**config.mk**
```make
export PLATFORM = sky130hd
export DESIGN_NAME = rc4_prga_decrypt
export DESIGN_NICKNAME = d
export VERILOG_FILES = /design/src/rtl/rc4_prga_decrypt.sv
export SDC_FILE = /design/constraint.sdc
export NUM_CORES = 1
export LEC_CHECK = 0
export BUFFER_PORTS_ARGS = -buffer_cell sky130_fd_sc_hd__buf_2
export CORE_MARGIN = 3
export CORE_UTILIZATION = 34
export CTS_CLUSTER_DIAMETER = 80
export DETAILED_ROUTE_END_ITERATION = 10
export HOLD_SLACK_MARGIN = 0.06
export PLACE_DENSITY = 0.54
export RECOVER_POWER = 50
export SYNTH_ARGS = -nofsm -noshare
export SYNTH_HDL_FRONTEND = slang
export SYNTH_SLANG_ARGS = --single-unit
```
**constraint.sdc**
```tcl
create_clock -name clk -period 2.9 [get_ports clk]
set_clock_uncertainty 0.05 [all_clocks]
set_input_delay 0.58 -clock clk [delete_from_list [all_inputs] [get_ports clk]]
set_output_delay 0.58 -clock clk [all_outputs]
set_load 0.03 [all_outputs]
```
**src/rtl/rc4_prga_decrypt.sv**
```systemverilog
`default_nettype none
// +--------------------------------------------------------------------------+
// | rc4_prga_decrypt : RC4 keystream generator + decryptor, early abort on    |
// |                    the first illegal plaintext byte.   Revision: 1.0      |
// +--------------------------------------------------------------------------+
module rc4_prga_decrypt #(
  parameter int MSG_LEN  = 32,
  parameter int MSG_AW   = 5,
  parameter int CHECK_EN = 1
) (
  input  logic              clk,
  input  logic              reset,
  input  logic              start,
  output logic              busy,
  output logic              done,
  output logic              pass,
  output logic [7:0]        s_addr,
  output logic [7:0]        s_wdata,
  output logic              s_wren,
  input  logic [7:0]        s_rdata,
  output logic [MSG_AW-1:0] e_addr,
  input  logic [7:0]        e_rdata,
  output logic [MSG_AW-1:0] d_addr,
  output logic [7:0]        d_wdata,
  output logic              d_wren
);

  localparam logic [MSG_AW-1:0] K_LAST = MSG_AW'(MSG_LEN - 1);
  localparam logic [MSG_AW-1:0] K_ONE  = MSG_AW'(1);

  typedef enum logic [3:0] {
    ST_IDLE, ST_INC, ST_WI, ST_RI, ST_WJ, ST_RJ,
    ST_SWJ,  ST_RF,  ST_WF, ST_XOR, ST_CHK, ST_DONE
  } state_t;

  state_t            state_q, state_d;
  logic [7:0]        i_q, i_d, j_q, j_d, si_q, si_d, sj_q, sj_d;
  logic [MSG_AW-1:0] k_q, k_d;
  logic [7:0]        s_addr_q, s_addr_d, s_wdata_q, s_wdata_d;
  logic              s_wren_q, s_wren_d;
  logic [MSG_AW-1:0] e_addr_q, e_addr_d, d_addr_q, d_addr_d;
  logic [7:0]        d_wdata_q, d_wdata_d;
  logic              d_wren_q, d_wren_d;
  logic              busy_q, busy_d, done_q, done_d, pass_q, pass_d;
  logic              illegal;

  // Allowed plaintext alphabet: lowercase letters and space.
  always_comb begin
    illegal = 1'b0;
    if (CHECK_EN != 0) begin
      illegal = !(((d_wdata_q >= 8'h61) && (d_wdata_q <= 8'h7A)) || (d_wdata_q == 8'h20));
    end
  end

  always_comb begin
    state_d   = state_q;
    i_d       = i_q;
    j_d       = j_q;
    k_d       = k_q;
    si_d      = si_q;
    sj_d      = sj_q;
    s_addr_d  = s_addr_q;
    s_wdata_d = s_wdata_q;
    s_wren_d  = s_wren_q;
    e_addr_d  = e_addr_q;
    d_addr_d  = d_addr_q;
    d_wdata_d = d_wdata_q;
    d_wren_d  = d_wren_q;
    busy_d    = busy_q;
    done_d    = done_q;
    pass_d    = pass_q;
    case (state_q)
      ST_IDLE, ST_DONE: begin
        if (start) begin
          i_d     = 8'd0;
          j_d     = 8'd0;
          k_d     = '0;
          pass_d  = 1'b1;
          done_d  = 1'b0;
          busy_d  = 1'b1;
          state_d = ST_INC;
        end
      end
      ST_INC: begin
        i_d      = i_q + 8'd1;
        s_addr_d = i_q + 8'd1;
        e_addr_d = k_q;
        state_d  = ST_WI;
      end
      ST_WI: state_d = ST_RI;
      ST_RI: begin
        si_d     = s_rdata;
        j_d      = j_q + s_rdata;
        s_addr_d = j_q + s_rdata;
        state_d  = ST_WJ;
      end
      ST_WJ: state_d = ST_RJ;
      // Swap is two back-to-back writes; when i==j the second one wins with si.
      ST_RJ: begin
        sj_d      = s_rdata;
        s_addr_d  = i_q;
        s_wdata_d = s_rdata;
        s_wren_d  = 1'b1;
        state_d   = ST_SWJ;
      end
      ST_SWJ: begin
        s_addr_d  = j_q;
        s_wdata_d = si_q;
        s_wren_d  = 1'b1;
        state_d   = ST_RF;
      end
      ST_RF: begin
        s_wren_d = 1'b0;
        s_addr_d = si_q + sj_q;
        state_d  = ST_WF;
      end
      ST_WF: state_d = ST_XOR;
      ST_XOR: begin
        d_addr_d  = k_q;
        d_wdata_d = s_rdata ^ e_rdata;
        d_wren_d  = 1'b1;
        state_d   = ST_CHK;
      end
      ST_CHK: begin
        d_wren_d = 1'b0;
        if (illegal) begin
          pass_d  = 1'b0;
          busy_d  = 1'b0;
          done_d  = 1'b1;
          state_d = ST_DONE;
        end else if (k_q == K_LAST) begin
          busy_d  = 1'b0;
          done_d  = 1'b1;
          state_d = ST_DONE;
        end else begin
          k_d     = k_q + K_ONE;
          state_d = ST_INC;
        end
      end
      default: state_d = ST_IDLE;
    endcase
  end

  always_ff @(posedge clk) begin
    if (reset) begin
      state_q   <= ST_IDLE;
      i_q       <= 8'd0;
      j_q       <= 8'd0;
      k_q       <= '0;
      si_q      <= 8'd0;
      sj_q      <= 8'd0;
      s_addr_q  <= 8'd0;
      s_wdata_q <= 8'd0;
      s_wren_q  <= 1'b0;
      e_addr_q  <= '0;
      d_addr_q  <= '0;
      d_wdata_q <= 8'd0;
      d_wren_q  <= 1'b0;
      busy_q    <= 1'b0;
      done_q    <= 1'b0;
      pass_q    <= 1'b0;
    end else begin
      state_q   <= state_d;
      i_q       <= i_d;
      j_q       <= j_d;
      k_q       <= k_d;
      si_q      <= si_d;
      sj_q      <= sj_d;
      s_addr_q  <= s_addr_d;
      s_wdata_q <= s_wdata_d;
      s_wren_q  <= s_wren_d;
      e_addr_q  <= e_addr_d;
      d_addr_q  <= d_addr_d;
      d_wdata_q <= d_wdata_d;
      d_wren_q  <= d_wren_d;
      busy_q    <= busy_d;
      done_q    <= done_d;
      pass_q    <= pass_d;
    end
  end

  assign busy    = busy_q;
  assign done    = done_q;
  assign pass    = pass_q;
  assign s_addr  = s_addr_q;
  assign s_wdata = s_wdata_q;
  assign s_wren  = s_wren_q;
  assign e_addr  = e_addr_q;
  assign d_addr  = d_addr_q;
  assign d_wdata = d_wdata_q;
  assign d_wren  = d_wren_q;

endmodule
`default_nettype wire
```
==> results.md, run 1 <==
| Metric | Value | Unit |
|:---|:---|:---|
| Run status | complete, no violations | - |
| Crit Path Category | reg -> reg | - |
| Number of cells produced by synthesis | 528 | - |
| Register area | 1600 | um2 |
| Post-detailed-route count of antenna-violating nets | 0 | - |
| Share of the synthesized area in the top cell type | 37.9 | % |
| Drt total wl | 11,700 | um |
| Largest cells by area after synthesis | sky130_fd_sc_hd__dfxtp_1 38%, sky130_fd_sc_hd__nand2_1 8.0%, sky130_fd_sc_hd__a21oi_1 6.2%, sky130_fd_sc_hd__nor2_1 5.5%, sky130_fd_sc_hd__ha_1 5.0% | - |
| Syn Nets | 566 | - |
| Number of antenna cells inserted | 0 | - |
| CP Max Fanout | 22 | - |
| Layout overhead on the synthesized area | 18.4 | % |
| Clock sinks | 80 | - |
| Setup TNS after final layout | 0 | ns |
| Area enclosed by the die boundary | 13,800 | um2 |
| Resized cells post-CTS | 0 | - |
| Leading cell types in the layout, fill and taps excluded | 90 x sky130_fd_sc_hd__nand2_1, 80 x sky130_fd_sc_hd__dfxtp_1, 62 x sky130_fd_sc_hd__nor2_1 | - |
| Required @ worst endpoint | 3.08 | ns |
| Hpwl dp | 9020 | um |
| Filler Cell Count | 1,282 | - |
| Effective utilization at floorplan | 35.0 | % |
| Multi-input logic area | 2450 | um2 |
| DRT iter0 DRCs | 208 | - |
| Worst hold path type | reg -> reg | - |
| Area share of fa/ha/maj cells after synthesis | 5.98 | % |
| Post-cts hold buffer count | 0 | - |
| Number of design rule violations left after detail routing | 0 | - |
| Critical Path Slowest Stage Cell | sky130_fd_sc_hd__clkbuf_1 | - |
| Die boundary width | 117 | um |
| Vias in the first global route | 3,718 | - |
| # rows | 40 | - |
| Unrepaired setup endpoints after global routing | false | - |
| Antenna violations before repair | 0 | - |
| Async set-or-reset flop fraction in the synthesized netlist | 0 | % |
| Via Count | 3,829 | - |
| Slew HR | 29.7 | % |
| Pwr per Cell Area | 547 | nW/um2 |
| Clock buffers created by TritonCTS | 9 | - |
| Maximum root-to-sink buffer count | 2 | - |
| Gr usage total | 17.5 | % |
| Final period utilization | 81.1 | % |
| Setup crit end kind | register | - |
| Final weighted congestion of routability-driven global placement | 0.888 | - |
| Cell taking the most area after synthesis | sky130_fd_sc_hd__dfxtp_1 | - |
| Actual transition at the worst max-transition pin | 1.05 | ns |
| Drt via density | 5.03 | - |
| Startpoint type of the worst setup path | register | - |
| Synth Area in Compound Gates | 19.5 | % |
| Number of max-cap violations | 0 | - |
| Clock network latency to the later pin of the worst-skew pair | 0.34 | ns |
| Highest cell delay on the worst timing path | 0.78 | ns |
| Proportion of synthesized area in mux cells | 3.14 | % |
| Number of nets in the finished design | 626 | - |
| Most used flip-flop cell after synthesis | sky130_fd_sc_hd__dfxtp_1 | - |
| Minimum clock period after layout | 2.35 | ns |
| Final routed wire length divided by cell count | 15.3 | um |
| Synthesized flop and latch total | 80 | - |
| Vert. Die Dim | 117 | um |
| Syn Std Cell Area | 4220 | um2 |
| Xor/xnor cell area share of the yosys netlist | 5.18 | % |
| Clock root buffer | sky130_fd_sc_hd__clkbuf_16 | - |
| Post-synth EDFFs | 0 | - |
| Final count of pins violating max slew | 0 | - |
| Post-synthesis sequential area ratio | 37.9 | % |
| Highest Clock Rate | 425 | MHz |
| Warnings, synthesis | 0 | - |
| Final setup vio count | 0 | - |
| Sum of overflow across all layers after global routing | 0 | - |
| Number of setup buffers added after CTS | 0 | - |
| Worst ir drop on vdd | 333 | uV |
| Dominant combinational cell family by area after synthesis | simple AND/OR/NAND/NOR gates | - |
| IO Pins | 58 | - |
| Global-route wire length before repair | 19,600 | um |
| Hold Fails Final Rpt | 0 | - |
| Fraction of final layout cells sized beyond drive strength 1 | 10.5 | % |
| Largest net degree at the start of global routing | 26 | - |
| H-tree level count | 3 | - |
| Reg clk slew, reported paths | 0.06 | ns |
| TritonCTS clock tree | done | - |
| Buffers on Ports | 57 | - |
| Final standard cell area without fillers | 5000 | um2 |
| Leakage component of the power | 1.89 | nW |
| Top delay family on crit path | buffers and inverters | - |
| Critical Path AT | 2.53 | ns |
| Post-Synth Simple-Gate Area | 24.3 | % |
| Placed Area | 4730 | um2 |
| Buffering stage count on the worst path with inverters included | 2 | - |
| Worst path cell trace | buf_4 -> nand2b_1 -> nor2_2 -> clkbuf_1 -> mux2i_1 -> nor2_1 | - |
| Most common library cell in the layout ignoring fill and taps | sky130_fd_sc_hd__nand2_1 | - |
| Number of search-and-repair iterations in the first detailed-routing pass | 4 | - |
| Core ar. | 12,100 | um2 |
| Number of distinct library cell variants in the gate-level netlist after synthesis | 58 | - |
| Average cell area after synthesis | 8.00 | um2 |
[path summary, 6_finish.rpt]
path | from | to | slack, ns | cells past startpoint
setup reg to reg | state_q[1] | d_addr[1] | 0.55 | 6
hold reg to reg | e_addr[2] | e_addr[2] | 0.41 | 2
setup / recovery | state_q[1] | d_addr[1] | 0.55 | 6
hold / removal | e_addr[2] | e_addr[2] | 0.41 | 2
[worst min-delay path, stage by stage, from the launching register on]
cell and delay (ns):
sky130_fd_sc_hd__dfxtp_1 0.31, sky130_fd_sc_hd__nand2_1 0.05, sky130_fd_sc_hd__a21oi_1 0.05
[where the power goes]
part,leakage [nW],switching [mW],internal [mW]
sequential,0.647,0.0320,1.13
clock,0.163,0.438,0.825
combinational,1.08,0.205,0.108
total,1.89,0.675,2.06
[logic make-up after synthesis]
logic type,Yosys count
muxes,13
adders and majority gates,19
and+or+nand+nor,222
buffers and inverters,39
AOI/OAI and AO/OA,130
xor gates and xnor gates,25
DFF,80
[sequential cells by signal, indices dropped and copies added (netlist names)]
signal,flops
d_wdata,8
i_q,8
j_q,8
s_addr,8
s_wdata,8
si_q,8
sj_q,8
d_addr,5
e_addr,5
k_q,5
state_q,4
busy,1
d_wren,1
done,1
pass,1
s_wren,1
[Yosys cell counts (5+ instances only)]
library cell / count
sky130_fd_sc_hd__ha_1: 17
sky130_fd_sc_hd__nor2_1: 62
sky130_fd_sc_hd__a31oi_1: 11
sky130_fd_sc_hd__mux2i_1: 11
sky130_fd_sc_hd__xor2_1: 9
sky130_fd_sc_hd__a21o_1: 7
sky130_fd_sc_hd__inv_1: 14
sky130_fd_sc_hd__buf_2: 9
sky130_fd_sc_hd__and3_1: 6
sky130_fd_sc_hd__a211oi_1: 15
sky130_fd_sc_hd__dfxtp_1: 80
sky130_fd_sc_hd__a21oi_1: 52
sky130_fd_sc_hd__nor3_1: 10
sky130_fd_sc_hd__nand2_1: 90
sky130_fd_sc_hd__clkbuf_1: 12
sky130_fd_sc_hd__a22oi_1: 5
sky130_fd_sc_hd__o21ai_0: 15
sky130_fd_sc_hd__nor2b_1: 6
sky130_fd_sc_hd__nand3_1: 15
sky130_fd_sc_hd__or3_1: 5
sky130_fd_sc_hd__xnor2_1: 16
sky130_fd_sc_hd__nand2b_1: 8
[final cells by class]
cell class | count | share of cell area [%]
Timing Repair Buffer | 74 | 6.98
Multi-Input combinational cell | 409 | 49.1
Inverter | 14 | 1.05
Sequential cell | 80 | 32.0
Clock inverter | 2 | 1.20
Tap cell | 168 | 4.20
Clock buffer | 14 | 5.48
[per-stage QoR]
stage	total power, mW	worst slack [ns]	util [%]	hold slack, ns	instances
after detailed placement	1.50	0.498	39.2	0.399	745
after floorplan	1.39	0.810	-	0.390	528
after global routing	2.85	0.297	41.5	0.431	761
after global placement	1.50	0.546	39.2	0.392	745
after CTS	2.77	0.688	42.0	0.407	761
final	2.73	0.549	41.5	0.407	761
[routing by layer]
metal	GRT usage (%)	wire length [um]
met1	23.9	5440
met3	4.08	655
met2	28.0	5400
met4	4.98	176
met5	0	0
(Power assumes the default switching activity.)
==> inputs of run 2 (changes only) <==
==> constraint.sdc (replaced) <==
create_clock -name clk -period 2.2 [get_ports clk]
set_clock_uncertainty 0.05 [all_clocks]
set_input_delay 0.44 -clock clk [delete_from_list [all_inputs] [get_ports clk]]
set_output_delay 0.44 -clock clk [all_outputs]
set_load 0.03 [all_outputs]
==> run 2 against run 1 <==
Against the previous run: worst hold slack got worse by 0.071 ns; non-clock buffer count grew 17; via count increased by 1.9%; flip-flop and latch count is the same; critical path type unchanged; critical endpoint is now k_q[3]; largest cell class unchanged; highest routed layer unchanged.
==> results.md, run 2 (synthesized netlist as in run 1, its figures left out) <==
| Metric | Value | Unit | Delta |
|:---|:---|:---|:---|
| Run status | complete, no violations | - | unchanged |
| Highest cell delay on the worst timing path | 0.40 | ns | was 0.78 ns |
| Worst hold path type | in -> reg | - | was reg -> reg |
| Post-cts hold buffer count | 0 | - | unchanged |
| Actual transition at the worst max-transition pin | 0.496 | ns | was 1.05 ns |
| Number of max-cap violations | 0 | - | unchanged |
| Unrepaired setup endpoints after global routing | true | - | was false |
| Worst hold path stage count | 3 | - | was 2 |
| Critical Path AT | 2.36 | ns | was 2.53 ns |
| Placed Area | 4860 | um2 | was 4730 um2 |
| Worst ir drop on vdd | 439 | uV | was 333 uV |
| Vert. Die Dim | 117 | um | unchanged |
| CP Max Fanout | 4 | - | was 22 |
| Slew HR | 66.7 | % | was 29.7% |
| Number of design rule violations left after detail routing | 0 | - | unchanged |
| Drt total wl | 12,000 | um | was 11,700 um |
| Global-route wire length before repair | 19,900 | um | was 19,600 um |
| Number of nets in the finished design | 643 | - | was 626 |
| Startpoint of the most critical hold path | e_rdata[1] | - | was e_addr[2] |
| Leading cell types in the layout, fill and taps excluded | 91 x sky130_fd_sc_hd__nand2_1, 78 x sky130_fd_sc_hd__dfxtp_1, 62 x sky130_fd_sc_hd__nor2_1 | - | was 90 x sky130_fd_sc_hd__nand2_1, 80 x sky130_fd_sc_hd__dfxtp_1, 62 x sky130_fd_sc_hd__nor2_1 |
| Critical Path Slowest Stage Cell | sky130_fd_sc_hd__or3b_4 | - | was sky130_fd_sc_hd__clkbuf_1 |
| Largest net degree at the start of global routing | 45 | - | was 26 |
| Core ar. | 12,100 | um2 | unchanged |
| Clock sinks | 80 | - | unchanged |
| Buffers on Ports | 57 | - | unchanged |
| Gr usage total | 17.8 | % | was 17.5% |
| Highest Clock Rate | 461 | MHz | was 425 MHz |
| Worst path cell trace | ha_4 -> and3_4 -> ha_4 -> or3b_4 -> nor4_4 -> nand4_1 -> xor2_1 -> nor2_1 | - | was buf_4 -> nand2b_1 -> nor2_2 -> clkbuf_1 -> mux2i_1 -> nor2_1 |
| Most common library cell in the layout ignoring fill and taps | sky130_fd_sc_hd__nand2_1 | - | unchanged |
| Final setup vio count | 0 | - | unchanged |
| Startpoint type of the worst setup path | register | - | unchanged |
| Cell occurring most often along the worst timing path | sky130_fd_sc_hd__ha_4 | - |  |
| TritonCTS clock tree | done | - | unchanged |
| Drt via density | 5.01 | - | was 5.03 |
| Vias in the first global route | 3,827 | - | was 3,718 |
| Min-Delay Endpoint | d_wdata[1] | - | was e_addr[2] |
| Final standard cell area without fillers | 5130 | um2 | was 5000 um2 |
| Effective utilization at floorplan | 35.0 | % | unchanged |
| Number of search-and-repair iterations in the first detailed-routing pass | 5 | - | was 4 |
| Layout overhead on the synthesized area | 21.5 | % | was 18.4% |
| Setup TNS after final layout | 0 | ns | unchanged |
| Final weighted congestion of routability-driven global placement | 0.870 | - | was 0.888 |
| Setup crit end kind | register | - | unchanged |
| Minimum clock period after layout | 2.17 | ns | was 2.35 ns |
| Dpl cells | 761 | - | was 745 |
| Leakage component of the power | 1.93 | nW | was 1.89 nW |
| Clock network latency to the later pin of the worst-skew pair | 0.35 | ns | was 0.34 ns |
| IO Pins | 58 | - | unchanged |
| Area enclosed by the die boundary | 13,800 | um2 | unchanged |
| Post-layout instance count excluding filler cells | 778 | - | was 761 |
| Sum of overflow across all layers after global routing | 0 | - | unchanged |
| Clock root buffer | sky130_fd_sc_hd__clkbuf_16 | - | unchanged |
| Worst setup path start | k_q[1] | - | was state_q[1] |
| Final count of pins violating max slew | 0 | - | unchanged |
| Hold Fails Final Rpt | 0 | - | unchanged |
| Via Count | 3,901 | - | was 3,829 |
| Pwr per Cell Area | 675 | nW/um2 | was 547 nW/um2 |
| Fraction of final layout cells sized beyond drive strength 1 | 14.3 | % | was 10.5% |
| Final period utilization | 98.6 | % | was 81.1% |
| DRT iter0 DRCs | 166 | - | was 208 |
| Post-detailed-route count of antenna-violating nets | 0 | - | unchanged |
| Reg clk slew, reported paths | 0.06 | ns | about the same |
| Clock buffers created by TritonCTS | 9 | - | unchanged |
| End of the worst register-to-register path | k_q[3] | - | was d_addr[1] |
| # rows | 40 | - | unchanged |
| Number of antenna cells inserted | 0 | - | unchanged |
| Hpwl dp | 8910 | um | was 9020 um |
| Worst reg2reg path depth | 8 | - | was 6 |
| Antenna violations before repair | 0 | - | unchanged |
| Maximum root-to-sink buffer count | 2 | - | unchanged |
| Die boundary width | 117 | um | unchanged |
| Worst reg-to-reg setup slack | 0.03 | ns | was 0.55 ns |
| Final routed wire length divided by cell count | 15.4 | um | was 15.3 um |
| Required @ worst endpoint | 2.39 | ns | was 3.08 ns |
| H-tree level count | 3 | - | unchanged |
| Launch point of the worst reg-to-reg path | k_q[1] | - | was state_q[1] |
| Crit Path Category | reg -> reg | - | unchanged |
[run 2: cell type report]
type	count	area [um2]
Sequential cell	80	1600
Clock buffer	9	225
Fill cell	1241	6930
Clock inverter	7	72.6
Multi-Input combinational cell	409	2480
Inverter	14	52.6
Tap cell	168	210
Timing Repair Buffer	91	484
[run 2: where the power goes]
part	switching, mW	internal, mW
sequential	0.0319	1.48
clock	0.631	0.878
combinational	0.281	0.160
total	0.944	2.52
[run 2: critical path, delay by kind of cell, from the launching register on]
family / cells / cell delay [ns]
flip-flops: 1 / 0.33
adder cells (fa/ha/maj): 2 / 0.30
AND/OR/NAND/NOR: 5 / 1.19
XOR/XNOR: 1 / 0.18
[run 2: per-layer routing]
| layer | part of all wire [%] | vias to the layer above | global-route usage [%] | routed length, um |
|---|---|---|---|---|
| met5 | 0 | - | 0 | 0 |
| met2 | 46 | 80 | 29.3 | 5490 |
| met1 | 48 | 1812 | 23.5 | 5750 |
| met4 | 1.8 | 0 | 5.49 | 212 |
| li1 | - | 1993 | - | - |
| met3 | 4.3 | 16 | 3.84 | 515 |
[run 2: metrics by stage]
| step | power [mW] | util, % | setup WS, ns | hold WS, ns |
|---|---|---|---|---|
| 6_report | 3.47 | 42.6 | 0.0305 | 0.336 |
| 5_1_grt | 3.61 | 42.6 | -0.0818 | 0.350 |
| 4_1_cts | 3.52 | 42.8 | 0.0325 | 0.324 |
| 3_5_place_dp | 2.00 | 40.3 | -0.0215 | 0.393 |
| 3_3_place_gp | 2.00 | 40.3 | 0.00803 | 0.392 |
| 2_1_floorplan | 1.83 | - | 0.162 | 0.390 |
[run 2: worst max-delay path by stage]
stage | endpoint | slack (ns)
finish | k_q[3] | 0.03
global route | k_q[3] | -0.08
CTS | k_q[3] | 0.03
detailed placement | s_addr[6] | -0.02
global placement | s_addr[7] | 0.008
floorplan | k_q[3] | 0.16
[run 2: timing repair]
| item | 4_1_cts | 5_1_grt |
|---|---|---|
| endpoints found under the hold margin | 0 | 0 |
| endpoints found under the setup margin | 0 | 8 |
| buffers inserted | 0 | 1 |
| resized for setup | 0 | 10 |
==> inputs of run 3 (changes only) <==
--- a/config.mk
+++ b/config.mk
@@ -7,11 +7,11 @@
 export LEC_CHECK = 0
 export BUFFER_PORTS_ARGS = -buffer_cell sky130_fd_sc_hd__buf_2
 export CORE_MARGIN = 3
-export CORE_UTILIZATION = 34
+export CORE_UTILIZATION = 51
 export CTS_CLUSTER_DIAMETER = 80
 export DETAILED_ROUTE_END_ITERATION = 10
 export HOLD_SLACK_MARGIN = 0.06
-export PLACE_DENSITY = 0.54
+export PLACE_DENSITY = 0.74
 export RECOVER_POWER = 50
 export SYNTH_ARGS = -nofsm -noshare
 export SYNTH_HDL_FRONTEND = slang
==> run 3 against run 2 <==
Against the previous run: critical path type unchanged; largest cell class unchanged; via count is 3.5% higher; non-clock buffer count decreased by 5; cell area is 4.7% lower.
==> results.md, run 3 (synthesized netlist as in run 1, its figures left out) <==
| Metric | Value | Unit | Delta |
|:---|:---|:---|:---|
| Run status | complete, no violations | - | unchanged |
| Routing usage on met1 | 32.0 | % | was 23.5% |
| Core ar. | 7890 | um2 | was 12,100 um2 |
| Leakage component of the power | 1.88 | nW | was 1.93 nW |
| Startpoint type of the worst setup path | register | - | unchanged |
| Global-route wire length before repair | 18,800 | um | was 19,900 um |
| CP Max Fanout | 4 | - | unchanged |
| Post-detailed-route count of antenna-violating nets | 0 | - | unchanged |
| Effective utilization at floorplan | 53.6 | % | was 35.0% |
| Busiest grt layer | met2 | - | unchanged |
| Hpwl dp | 8620 | um | was 8910 um |
| Reg clk slew, reported paths | 0.09 | ns | was 0.06 ns |
| Number of nets in the finished design | 638 | - | was 643 |
| End of the worst register-to-register path | k_q[3] | - | unchanged |
| Met2 GRT Util | 40.5 | % | was 29.3% |
| Hold Fails Final Rpt | 0 | - | unchanged |
| Vert. Die Dim | 97.0 | um | was 117 um |
| Final setup vio count | 0 | - | unchanged |
| IO Pins | 58 | - | unchanged |
| Buffers on Ports | 57 | - | unchanged |
| Drt total wl | 11,200 | um | was 12,000 um |
| Clock root buffer | sky130_fd_sc_hd__clkbuf_8 | - | was sky130_fd_sc_hd__clkbuf_16 |
| Worst ir drop on vdd | 326 | uV | was 439 uV |
| Maximum root-to-sink buffer count | 2 | - | unchanged |
| Launch point of the worst reg-to-reg path | k_q[0] | - | was k_q[1] |
| Final period utilization | 93.2 | % | was 98.6% |
| Min-Delay Endpoint | si_q[2] | - | was d_wdata[1] |
| Minimum clock period after layout | 2.05 | ns | was 2.17 ns |
| Sum of overflow across all layers after global routing | 0 | - | unchanged |
| Pwr per Cell Area | 621 | nW/um2 | was 675 nW/um2 |
| Setup crit end kind | register | - | unchanged |
| Number of search-and-repair iterations in the first detailed-routing pass | 5 | - | unchanged |
| Clock buffers created by TritonCTS | 9 | - | unchanged |
| Area enclosed by the die boundary | 9410 | um2 | was 13,800 um2 |
| Utilization after layout | 62.0 | % | was 42.6% |
| Final standard cell area without fillers | 4890 | um2 | was 5130 um2 |
| Worst reg2reg path depth | 8 | - | unchanged |
| Worst hold path stage count | 3 | - | unchanged |
| # rows | 32 | - | was 40 |
| TritonCTS clock tree | done | - | unchanged |
| Number of max-cap violations | 0 | - | unchanged |
| Cell occurring most often along the worst timing path | sky130_fd_sc_hd__ha_1 | - | was sky130_fd_sc_hd__ha_4 |
| Unrepaired setup endpoints after global routing | false | - | was true |
| Slew HR | 55.7 | % | was 66.7% |
| Final weighted congestion of routability-driven global placement | 0.914 | - | was 0.870 |
| Clock sinks | 80 | - | unchanged |
| Crit Path Category | reg -> reg | - | unchanged |
| Final Hold Slack | 0.332 | ns | was 0.336 ns |
| Critical Path AT | 2.25 | ns | was 2.36 ns |
| Placement-stage worst setup slack | -0.0800 | ns | was -0.0215 ns |
| Largest net degree at the start of global routing | 42 | - | was 45 |
| Critical Path Slowest Stage Cell | sky130_fd_sc_hd__or3b_4 | - | unchanged |
| PnR worst setup slack | 0.150 | ns | was 0.0305 ns |
| Resized cells post-CTS | 0 | - | unchanged |
| Worst path cell trace | ha_1 -> and3_1 -> ha_1 -> or3b_4 -> nor4_4 -> nand4_1 -> xor2_1 -> nor2_1 | - | was ha_4 -> and3_4 -> ha_4 -> or3b_4 -> nor4_4 -> nand4_1 -> xor2_1 -> nor2_1 |
| Via Count | 4,038 | - | was 3,901 |
| Post-cts hold buffer count | 0 | - | unchanged |
| Worst reg-to-reg setup slack | 0.15 | ns | was 0.03 ns |
| Die boundary width | 97.0 | um | was 117 um |
| Leading cell types in the layout, fill and taps excluded | 90 x sky130_fd_sc_hd__nand2_1, 78 x sky130_fd_sc_hd__dfxtp_1, 62 x sky130_fd_sc_hd__nor2_1 | - | was 91 x sky130_fd_sc_hd__nand2_1, 78 x sky130_fd_sc_hd__dfxtp_1, 62 x sky130_fd_sc_hd__nor2_1 |
| Most common library cell in the layout ignoring fill and taps | sky130_fd_sc_hd__nand2_1 | - | unchanged |
| Required @ worst endpoint | 2.40 | ns | was 2.39 ns |
| Number of setup buffers added after CTS | 0 | - | unchanged |
| DRT iter0 DRCs | 254 | - | was 166 |
| Highest Clock Rate | 488 | MHz | was 461 MHz |
| Final routed wire length divided by cell count | 15.9 | um | was 15.4 um |
| Clock network latency to the later pin of the worst-skew pair | 0.35 | ns | about the same |
| Met3 Track Usage GR | 3.46 | % | was 3.84% |
| Actual transition at the worst max-transition pin | 0.660 | ns | was 0.496 ns |
| Worst hold path type | in -> reg | - | unchanged |
| Final count of pins violating max slew | 0 | - | unchanged |
| Highest cell delay on the worst timing path | 0.39 | ns | was 0.40 ns |
| Antenna violations before repair | 0 | - | unchanged |
| Vias in the first global route | 3,883 | - | was 3,827 |
| H-tree level count | 3 | - | unchanged |
| Drt via density | 5.71 | - | was 5.01 |
| Gr usage total | 24.3 | % | was 17.8% |
| Fraction of final layout cells sized beyond drive strength 1 | 12.9 | % | was 14.3% |
| Layout overhead on the synthesized area | 15.8 | % | was 21.5% |
| Placed Area | 4750 | um2 | was 4860 um2 |
| Number of design rule violations left after detail routing | 0 | - | unchanged |
| Number of antenna cells inserted | 0 | - | unchanged |
| Startpoint of the most critical hold path | s_rdata[2] | - | was e_rdata[1] |
==> run 3: power breakdown <==
group          internal [mW]  switching (mW)  leakage (nW)
Combinational          0.155           0.277          1.14
Sequential              1.48          0.0368         0.648
Clock                  0.554           0.535        0.0993
==> run 3: layout make-up <==
| type | instances | area [um2] |
|---|---|---|
| fill | 734 | 3000 |
| multi-input combinational | 409 | 2460 |
| sequential | 80 | 1600 |
| timing repair buffer | 86 | 445 |
| clock buffer | 11 | 141 |
| tap | 102 | 128 |
| clock inverter | 5 | 56.3 |
| inverter | 14 | 52.6 |
==> run 3: routing by layer <==
layer,up-vias,share of wire [%]
li1,1985,-
met1,1895,44
met2,142,48
met3,16,6.3
met4,0,1.7
met5,-,0
==> run 3: worst max path at each step <==
stage                 endpoint  slack, ns  startpoint
floorplan               k_q[3]       0.16      k_q[0]
global placement     s_addr[7]      0.003  s_rdata[1]
detailed placement   s_addr[7]      -0.08  s_rdata[1]
CTS                     k_q[3]       0.03      k_q[0]
global route        s_wdata[5]       0.01  state_q[0]
finish                  k_q[3]       0.15      k_q[0]
==> run 3: through the flow <==
stage | TNS, ns | instances | power (mW)
CTS | 0 | 707 | 3.06
floorplan | 0 | 528 | 1.83
detailed placement | -0.0961 | 691 | 1.99
finish | 0 | 707 | 3.04
global route | 0 | 707 | 3.18
global placement | 0 | 691 | 1.98
==> run 3: critical path, delay by kind of cell, from the launching register on <==
family                     cells  cell delay, ns
DFF                            1            0.33
and+or+nand+nor                5            1.04
xor gates and xnor gates       1            0.16
adders and majority gates      2            0.38
